===== config.mk =====
export PLATFORM = sky130hd
export DESIGN_NAME = canvas_paint_ctrl
export DESIGN_NICKNAME = d
export VERILOG_FILES = /design/src/rtl/canvas_pkg.sv /design/src/rtl/canvas_addr_gen.sv /design/src/rtl/canvas_paint_ctrl.sv
export SDC_FILE = /design/constraint.sdc
export NUM_CORES = 1
export LEC_CHECK = 0
export BUFFER_PORTS_ARGS = -buffer_cell sky130_fd_sc_hd__buf_2
export CAP_MARGIN = 10
export CORE_MARGIN = 4
export CORE_UTILIZATION = 35
export DETAILED_ROUTE_END_ITERATION = 16
export SLEW_MARGIN = 20
export SYNTH_ARGS = -nofsm -noshare
export SYNTH_HDL_FRONTEND = slang
export SYNTH_SLANG_ARGS = --single-unit

===== constraint.sdc =====
create_clock -name clk_in -period 8.6 [get_ports clk_in]
set_input_delay 2.15 -clock clk_in [delete_from_list [all_inputs] [get_ports clk_in]]
set_output_delay 2.15 -clock clk_in [all_outputs]
set_load 0.05 [all_outputs]

===== src/rtl/canvas_pkg.sv =====
// Canvas geometry, colour width and paint-controller state encoding shared by
// the paint controller and the display-side address generation.
package canvas_pkg;
    localparam int H_PIXELS = 320;
    localparam int V_PIXELS = 240;
    localparam int COLOR_W  = 4;
    localparam int ADDR_W   = $clog2(H_PIXELS * V_PIXELS);

    localparam logic [COLOR_W-1:0] CLEAR_COLOR = COLOR_W'(0);
    localparam logic [ADDR_W-1:0]  LAST_ADDR   = ADDR_W'(H_PIXELS * V_PIXELS - 1);

    typedef enum logic [1:0] {
        IDLE  = 2'd0,
        PAINT = 2'd1,
        CLEAR = 2'd2
    } paint_state_t;
endpackage


===== src/rtl/canvas_addr_gen.sv =====
// Maps an unclipped pixel coordinate to a linear canvas address and reports
// whether that coordinate lies on the canvas.
module canvas_addr_gen
    import canvas_pkg::*;
(
    input  logic [10:0]       x_in,
    input  logic [9:0]        y_in,
    output logic              in_bounds_out,
    output logic [ADDR_W-1:0] addr_out
);

    assign in_bounds_out = (x_in < 11'(H_PIXELS)) && (y_in < 10'(V_PIXELS));
    assign addr_out      = ADDR_W'(y_in) * ADDR_W'(H_PIXELS) + ADDR_W'(x_in);

endmodule


===== src/rtl/canvas_paint_ctrl.sv =====
// Owns the canvas write port: stamps a square brush per frame while the pen is
// down and sweeps the whole canvas with CLEAR_COLOR on request.
//
//   state | meaning
//   IDLE  | no job; waits for a pending clear or a pen-down frame
//   PAINT | walks the brush square, dx fastest, skipping clipped pixels
//   CLEAR | writes CLEAR_COLOR to every address, 0 to LAST_ADDR
module canvas_paint_ctrl
    import canvas_pkg::*;
(
    input  logic               clk_in,
    input  logic               rst_n_in,
    input  logic               nf_in,
    input  logic               pen_down_in,
    input  logic               clear_in,
    input  logic [9:0]         cursor_loc_x,
    input  logic [8:0]         cursor_loc_y,
    input  logic [COLOR_W-1:0] cursor_color,
    input  logic [2:0]         stroke_width,
    output logic               wr_en_out,
    input  logic               wr_ready_in,
    output logic [ADDR_W-1:0]  wr_addr_out,
    output logic [COLOR_W-1:0] wr_data_out,
    output logic               busy_out,
    output logic               done_out,
    output logic               frame_drop_out
);

    paint_state_t       state_q, state_d;
    logic               clear_pend_q, clear_pend_d;
    logic [9:0]         x0_q, x0_d;
    logic [8:0]         y0_q, y0_d;
    logic [COLOR_W-1:0] color_q, color_d;
    logic [2:0]         side_m1_q, side_m1_d;
    logic [2:0]         dx_q, dx_d;
    logic [2:0]         dy_q, dy_d;
    logic               wr_en_q, wr_en_d;
    logic [ADDR_W-1:0]  wr_addr_q, wr_addr_d;
    logic [COLOR_W-1:0] wr_data_q, wr_data_d;
    logic               busy_q, busy_d;
    logic               done_q, done_d;
    logic               drop_q, drop_d;

    logic               clear_req;
    logic               advance;
    logic               enter_clear;
    logic [ADDR_W-1:0]  clr_addr_d;
    logic [10:0]        pix_x;
    logic [9:0]         pix_y;
    logic               pix_in_bounds;
    logic [ADDR_W-1:0]  pix_addr;

    // A clear_in arriving this cycle already wins over a same-cycle frame.
    assign clear_req = clear_pend_q || clear_in;
    assign advance   = !wr_en_q || wr_ready_in;

    always_comb begin
        state_d     = state_q;
        x0_d        = x0_q;
        y0_d        = y0_q;
        color_d     = color_q;
        side_m1_d   = side_m1_q;
        dx_d        = dx_q;
        dy_d        = dy_q;
        clr_addr_d  = wr_addr_q;
        enter_clear = 1'b0;
        done_d      = 1'b0;
        drop_d      = 1'b0;

        case (state_q)
            IDLE: begin
                if (clear_req) begin
                    enter_clear = 1'b1;
                    drop_d      = nf_in;
                end else if (nf_in && pen_down_in) begin
                    state_d   = PAINT;
                    x0_d      = cursor_loc_x;
                    y0_d      = cursor_loc_y;
                    color_d   = cursor_color;
                    side_m1_d = stroke_width;
                    dx_d      = 3'd0;
                    dy_d      = 3'd0;
                end
            end
            PAINT: begin
                drop_d = nf_in;
                if (advance) begin
                    if (dx_q == side_m1_q && dy_q == side_m1_q) begin
                        done_d = 1'b1;
                        if (clear_req) enter_clear = 1'b1;
                        else           state_d     = IDLE;
                    end else if (dx_q == side_m1_q) begin
                        dx_d = 3'd0;
                        dy_d = dy_q + 3'd1;
                    end else begin
                        dx_d = dx_q + 3'd1;
                    end
                end
            end
            CLEAR: begin
                drop_d = nf_in;
                if (wr_ready_in) begin
                    if (wr_addr_q == LAST_ADDR) begin
                        done_d  = 1'b1;
                        state_d = IDLE;
                    end else begin
                        clr_addr_d = wr_addr_q + ADDR_W'(1);
                    end
                end
            end
            default: state_d = IDLE;
        endcase

        if (enter_clear) state_d = CLEAR;
        clear_pend_d = enter_clear ? 1'b0 : (clear_pend_q || clear_in);
    end

    // Outputs are registered, so they are derived from the pixel about to be current.
    assign pix_x = {1'b0, x0_d} + {8'd0, dx_d};
    assign pix_y = {1'b0, y0_d} + {7'd0, dy_d};

    canvas_addr_gen u_addr_gen (
        .x_in          (pix_x),
        .y_in          (pix_y),
        .in_bounds_out (pix_in_bounds),
        .addr_out      (pix_addr)
    );

    always_comb begin
        wr_en_d   = 1'b0;
        wr_addr_d = '0;
        wr_data_d = '0;
        case (state_d)
            PAINT: begin
                wr_en_d   = pix_in_bounds;
                wr_addr_d = pix_addr;
                wr_data_d = color_d;
            end
            CLEAR: begin
                wr_en_d   = 1'b1;
                wr_addr_d = enter_clear ? '0 : clr_addr_d;
                wr_data_d = CLEAR_COLOR;
            end
            default: ;
        endcase
        busy_d = (state_d != IDLE);
    end

    always_ff @(posedge clk_in or negedge rst_n_in) begin
        if (!rst_n_in) begin
            state_q      <= IDLE;
            clear_pend_q <= 1'b0;
            x0_q         <= '0;
            y0_q         <= '0;
            color_q      <= '0;
            side_m1_q    <= '0;
            dx_q         <= '0;
            dy_q         <= '0;
            wr_en_q      <= 1'b0;
            wr_addr_q    <= '0;
            wr_data_q    <= '0;
            busy_q       <= 1'b0;
            done_q       <= 1'b0;
            drop_q       <= 1'b0;
        end else begin
            state_q      <= state_d;
            clear_pend_q <= clear_pend_d;
            x0_q         <= x0_d;
            y0_q         <= y0_d;
            color_q      <= color_d;
            side_m1_q    <= side_m1_d;
            dx_q         <= dx_d;
            dy_q         <= dy_d;
            wr_en_q      <= wr_en_d;
            wr_addr_q    <= wr_addr_d;
            wr_data_q    <= wr_data_d;
            busy_q       <= busy_d;
            done_q       <= done_d;
            drop_q       <= drop_d;
        end
    end

    assign wr_en_out      = wr_en_q;
    assign wr_addr_out    = wr_addr_q;
    assign wr_data_out    = wr_data_q;
    assign busy_out       = busy_q;
    assign done_out       = done_q;
    assign frame_drop_out = drop_q;

endmodule


==> summary.txt, run 1 <==
Status
  • Run status: finished, final reports clean

Die
  • # IOs: 57
  • Chip height: 121.7 um
  • Core ar.: 12620 um2
  • Starting Density: 35.83%
  • Die X-Extent: 121.7 um
  • Die footprint: 14800 um2
  • FP Rows: 41

Synthesis
  • Top cells by count, synth: nand2_1, dfrtp_1, o21ai_0
  • Post-synthesis sequential area ratio: 33.20%
  • Synth area leaders: dfrtp_1, ha_1, nand2_1
  • Synth Flop Type: dfrtp_1
  • Synth top area share: 33.20%
  • Most frequent cell after synthesis: nand2_1
  • Ys async rst share: 100.0%
  • Post-synth EDFFs: 0
  • Area leader, netlist: dfrtp_1
  • Area of the mapped netlist: 4522 um2
  • Synth unique cells: 59
  • Yosys warns: 0
  • Avg Inst Size Synth: 8.468 um2
  • Cell count after synthesis: 534
  • Post-Synthesis Net Count: 605
  • FF+latch count, synth: 60

Placed design
  • Final RePlAce weighted congestion: 0.8994
  • Placement Cell Area: 4990 um2
  • Port bufs: 56
  • Hpwl dp: 8963 um

Route
  • Vias after detailed routing: 4054
  • Antenna Nets Post-Route: 0
  • DRT Pass-1 Iters: 4
  • Vias per inst: 5.286
  • Avg WL per Cell: 15.38 um
  • # DRC: 0
  • Initial DRC count: 279
  • Routed wire length: 11790 um

GRT
  • GRT Resource Usage Total: 16.70%
  • Grt ovf: 0
  • Vias in the first global route: 3979
  • Initial antenna violation count: 0
  • First-pass GRT wire length: 19620 um
  • Pin count of the biggest net entering global routing: 61

STA
  • Final hold violations: 0
  • Worst slew margin: 37.14%
  • Setup TNS: 0 ns
  • Period utilization: 79.95%
  • Fmax: 0.1454 GHz
  • Fin Clk Skew: 0.007681 ns
  • Tightest Pin Transition: 0.9366 ns
  • Final setup viols: 0
  • Period minus WS final: 6.875 ns
  • Fin. max-slew vios: 0
  • RSZ-0062 raised after global routing: no

Clock tree
  • CTS tree: built
  • CTS Hold Buffers Added: 0
  • Num CTS Buffers: 9
  • Clock root buffer: clkbuf_16
  • Sink Count: 60
  • Clock tree buffer depth: 2
  • CTS clk-pin slew, worst paths: 0.06 ns
  • CTS resizes: 0
  • Clk_lat worst skew: 0.33 ns
  • H-tree depth: 3
  • Post-CTS Setup Repair Bufs: 0

Power and ir drop
  • Power Internal: 1113 uW
  • Static Leakage: 0.002535 uW
  • Overall power: 2157 uW
  • Seq pwr share: 21.1%
  • Switching share of power: 48.40%
  • PwrDens: 405.3 nW/um2
  • Peak supply drop: 0.1412 mV
  • Sw power: 1044 uW
  • Clk pwr share: 18.8%
  • Gate power share: 60.0%

Job
  • Max-cap violations: 0

Critical path
  • Worst path required time: 8.81 ns
  • Critical Path AT: 7.09 ns
  • Worst reg2reg path depth: 24
  • Critical R2R Capture: wr_addr_out[16]$_DFFE_PN0P_
  • CP startpoint kind: input port
  • Crit Path Category: input port to flip-flop
  • R2R setup slack: 2.88 ns
  • R2r startpoint: state_q[0]$_DFF_PN0_
  • CP Max Fanout: 23
  • Crit. End Element: flip-flop

Layout
  • Area Growth Syn to Fin: 17.71%
  • Ant diodes: 0
  • Layout cells sized above 1: 14.45%
  • Final nets: 661
  • Post-route design area: 5323 um2
  • # fillers: 1302
  • Fin util: 42.18%

Worst hold path
  • Hold endpoint: color_q[0]$_DFF_PN0_
  • Worst Hold Class: flip-flop to flip-flop
  • Hold path start: color_q[0]$_DFF_PN0_
  • Hold path depth: 2
registers in the layout, indices dropped and copies added, names as in the netlist:
name            cells
dy_q                3
y0_q                9
done_out            1
wr_addr_out        17
x0_q               10
wr_data_out         4
side_m1_q           3
color_q             4
frame_drop_out      1
clear_pend_q        1
wr_en_out           1
state_q             2
busy_out            1
dx_q                3
stage by stage:
step	setup WS, ns	cells	hold WS, ns
2_1_floorplan	1.459	534	0.4340
3_3_place_gp	1.480	751	0.4513
3_5_place_dp	1.371	751	0.4586
4_1_cts	1.711	767	0.4719
5_1_grt	1.071	767	0.4967
6_report	1.725	767	0.4685
worst max-delay path by stage:
| stage | endpoint | slack (ns) | from |
|---|---|---|---|
| after floorplan | wr_addr_out[16]$_DFFE_PN0P_ | 1.46 | clear_in |
| after global placement | wr_addr_out[16]$_DFFE_PN0P_ | 1.48 | clear_in |
| after detailed placement | wr_addr_out[16]$_DFFE_PN0P_ | 1.37 | clear_in |
| after CTS | wr_addr_out[16]$_DFFE_PN0P_ | 1.71 | clear_in |
| after global routing | wr_addr_out[16]$_DFFE_PN0P_ | 1.07 | clear_in |
| final | wr_addr_out[16]$_DFFE_PN0P_ | 1.72 | clear_in |
layout by cell type, fill, tap and decap left out, types with 8 or more instances in the layout:
cell type | Yosys | final
ha_1 | 35 | 35
a21o_1 | 8 | 8
xor2_1 | 12 | 12
mux2i_1 | 8 | 8
nor2_1 | 33 | 33
xnor2_1 | 29 | 29
and3_1 | 12 | 12
dfrtp_1 | 60 | 60
nand4_1 | 9 | 9
buf_2 | 0 | 56
o21ai_0 | 39 | 38
inv_1 | 27 | 27
a21oi_1 | 20 | 20
clkbuf_16 | 0 | 9
nand3_1 | 23 | 23
nand2_1 | 107 | 107
critical path, cell delays in order:
cell	delay, ns
buf_2	0.12
nand4bb_4	0.25
nor2_8	0.33
a21oi_1	0.17
nand2_1	0.10
o21a_1	0.16
inv_1	0.06
ha_1	0.26
a21o_1	0.18
a21oi_1	0.38
nor2_1	0.14
xnor2_1	0.14
o21ai_0	0.30
ha_1	0.30
ha_1	0.24
a211oi_1	0.41
nor2_1	0.11
xor2_1	0.30
o2111ai_1	0.24
o2111a_1	0.29
a31o_2	0.21
o31ai_1	0.18
nand2_1	0.07
logic make-up (layout without fill, tap and decap cells):
| family | Yosys count | in the layout | synth area share (%) |
|---|---|---|---|
| DFF | 60 | 60 | 33.20 |
| buffers and inverters | 43 | 104 | 3.597 |
| AOI/OAI and AO/OA | 115 | 115 | 16.88 |
| xor gates and xnor gates | 42 | 42 | 8.467 |
| adders and majority gates | 39 | 39 | 11.46 |
| and+or+nand+nor | 227 | 227 | 24.63 |
| muxes | 8 | 8 | 1.771 |
power by group through the flow:
stage	Clock, uW	Combinational (uW)	Sequential, uW
CTS	415	1290	455
detailed placement	0	1290	459
finish	406	1300	456
global placement	0	1270	457
floorplan	0	918	513
global route	425	1460	469
area by class of cell:
cell class | count | area, um2 | area share, %
clock buffer | 10 | 239.0 | 4.490
clock inverter | 6 | 93.84 | 1.763
inverter | 28 | 105.1 | 1.975
multi-input combinational | 431 | 2858 | 53.69
sequential | 60 | 1501 | 28.21
tap | 172 | 215.2 | 4.043
timing repair buffer | 60 | 310.3 | 5.830
layer usage:
| metal | routed length, um | vias up | part of all wire, % | global-route usage, % |
|---|---|---|---|---|
| li1 | - | 2005 | - | - |
| met1 | 5228 | 1941 | 44 | 20.96 |
| met2 | 5881 | 98 | 50 | 29.26 |
| met3 | 461 | 10 | 3.9 | 2.925 |
| met4 | 222 | 0 | 1.9 | 5.112 |
| met5 | 0 | - | 0 | 0 |
No activity file was read; power rests on OpenSTA's default activity.
==> run 2: changes to the inputs <==
- clock period: 8.6 -> 7.1 ns (I/O delays scaled with it)
==> summary.txt, run 2 (synthesis results as in run 1) <==
Status
  • Run status: finished, final reports clean

STA
  • Final hold violations: 0 (unchanged)
  • Setup TNS: 0 ns (unchanged)
  • Period utilization: 90.54%
  • Final setup viols: 0 (unchanged)
  • Worst slew margin: 37.01% (-0.14 points)
  • RSZ-0062 raised after global routing: no
  • Fmax: 0.1556 GHz
  • Tightest Pin Transition: 0.9449 ns (+0.008334 ns)
  • Fin. max-slew vios: 0 (unchanged)
  • Hold Slack: 0.4708 ns (+0.002246 ns)
  • Fin Clk Skew: 0.006713 ns (-0.0009678 ns)
  • Period minus WS final: 6.428 ns

Critical path
  • Critical Path AT: 6.64 ns (-0.45 ns)
  • Worst path required time: 7.32 ns (-1.49 ns)
  • Crit. End Element: flip-flop
  • CP Max Fanout: 8 (-65%)
  • Crit Path Category: input port to flip-flop
  • CP startpoint kind: input port

Clock tree
  • Clock tree buffer depth: 2 (unchanged)
  • Clk_lat worst skew: 0.33 ns (about the same)
  • H-tree depth: 3 (unchanged)
  • CTS Hold Buffers Added: 0 (unchanged)
  • Num CTS Buffers: 9 (unchanged)
  • Sink Count: 60 (unchanged)
  • Post-CTS Setup Repair Bufs: 0 (unchanged)
  • CTS tree: built
  • Clock root buffer: clkbuf_16
  • CTS clk-pin slew, worst paths: 0.06 ns (about the same)
  • CTS resizes: 0 (unchanged)

GRT
  • Initial antenna violation count: 0 (unchanged)
  • Grt ovf: 0 (unchanged)
  • Pin count of the biggest net entering global routing: 61 (unchanged)
  • GRT Resource Usage Total: 16.92% (+0.23 points)
  • Vias in the first global route: 4039 (+1.5%)
  • First-pass GRT wire length: 19900 um (+1.4%)

Route
  • Vias per inst: 5.365 (+1.5%)
  • # DRC: 0 (unchanged)
  • DRT Pass-1 Iters: 5 (+1)
  • Initial DRC count: 415 (+49%)
  • Avg WL per Cell: 15.56 um (+1.2%)
  • Antenna Nets Post-Route: 0 (unchanged)
  • Vias after detailed routing: 4131 (+1.9%)
  • Routed wire length: 11980 um (+1.6%)

Power and ir drop
  • Static Leakage: 0.002521 uW (-0.56%)
  • Peak supply drop: 0.1538 mV (+8.9%)
  • PwrDens: 476.8 nW/um2 (+18%)

Die
  • Die footprint: 14800 um2 (unchanged)
  • FP Rows: 41 (unchanged)
  • Die X-Extent: 121.7 um (unchanged)
  • Starting Density: 35.83% (unchanged)
  • # IOs: 57 (unchanged)
  • Core ar.: 12620 um2 (unchanged)
  • Chip height: 121.7 um (unchanged)

Layout
  • Commonest non-fill, non-tap cell in the layout: nand2_1
  • Layout cells sized above 1: 15.05% (+0.60 points)
  • Most frequent cells in the layout: nand2_1, dfrtp_1, buf_2, o21ai_0, ha_1
  • Number of flip-flops in the largest register: 17 (unchanged)
  • Area Growth Syn to Fin: 16.91%
  • Final nets: 664 (+0.45%)
  • Ant diodes: 0 (unchanged)

Job
  • Max-cap violations: 0 (unchanged)

Placed design
  • Port bufs: 56 (unchanged)
  • Final RePlAce weighted congestion: 0.9250 (+2.8%)
  • Hpwl dp: 9153 um (+2.1%)

Worst hold path
  • Worst Hold Class: flip-flop to flip-flop
==> run 2: cell count changes in the layout (fill, tap and decap cells not counted), sizes merged <==
cell,previous run,this run
buf,60,63
bufinv,2,0
clkbuf,10,9
clkinv,0,5
clkinvlp,1,2
inv,31,28
==> run 2: final cells by class <==
cell class                      instances  area [um2]
Multi-Input combinational cell        431        2863
Clock inverter                          7       43.79
Tap cell                              172       215.2
Clock buffer                            9       225.2
Sequential cell                        60        1501
Timing Repair Buffer                   63       332.8
Inverter                               28       105.1
Fill cell                            1301        7333
==> run 2: worst paths after layout <==
kind	start	endpoint	slack, ns	cells after the start
min reg2reg	color_q[0]$_DFF_PN0_	color_q[0]$_DFF_PN0_	0.47	2
max reg2reg	state_q[0]$_DFF_PN0_	wr_addr_out[16]$_DFFE_PN0P_	1.39	23
max in group asynchronous	rst_n_in	wr_addr_out[7]$_DFFE_PN0P_	4.98	2
max	wr_ready_in	wr_addr_out[16]$_DFFE_PN0P_	0.67	22
min in group asynchronous	rst_n_in	wr_data_out[3]$_DFF_PN0_	1.61	2
min	color_q[0]$_DFF_PN0_	color_q[0]$_DFF_PN0_	0.47	2
==> run 2: routing by layer <==
layer  routed length [um]  vias up  track usage, %  share of wire, %
met4                  234        0           5.952               2.0
li1                     -     2009               -                 -
met5                    0        -               0                 0
met2                 6073       97           29.84                51
met3                  476       15           3.064               4.0
met1                 5198     2010           20.71                43
==> run 2: critical path, stage by stage <==
cell	delay [ns]
buf_2	0.10
nand2b_1	0.19
nand2_1	0.07
nor2_1	0.24
xnor2_1	0.11
o21ai_0	0.25
ha_1	0.22
inv_1	0.06
fa_1	0.39
inv_1	0.07
a21o_1	0.18
a21boi_0	0.43
xnor2_1	0.24
ha_1	0.30
ha_1	0.40
or4b_2	0.69
nand3_1	0.16
nand2_1	0.08
o2111a_1	0.24
a31o_2	0.21
o31ai_1	0.19
nand2_1	0.07
==> run 2: metrics by stage <==
step	util (%)	cells	worst slack [ns]	total power (uW)	area (um2)
detailed placement	39.72	754	0.3449	2115	5012
global route	41.89	770	0.1557	2764	5286
finish	41.89	770	0.6719	2521	5286
global placement	39.72	754	0.4573	2089	5012
floorplan	-	534	0.3338	1733	4522
CTS	41.85	770	0.6743	2526	5281
==> run 2: where the power goes <==
group	switching (uW)	total (uW)	internal, uW
clock network	160	393	233
registers	103	556	453
logic	987	1570	584
total	1250	2520	1270
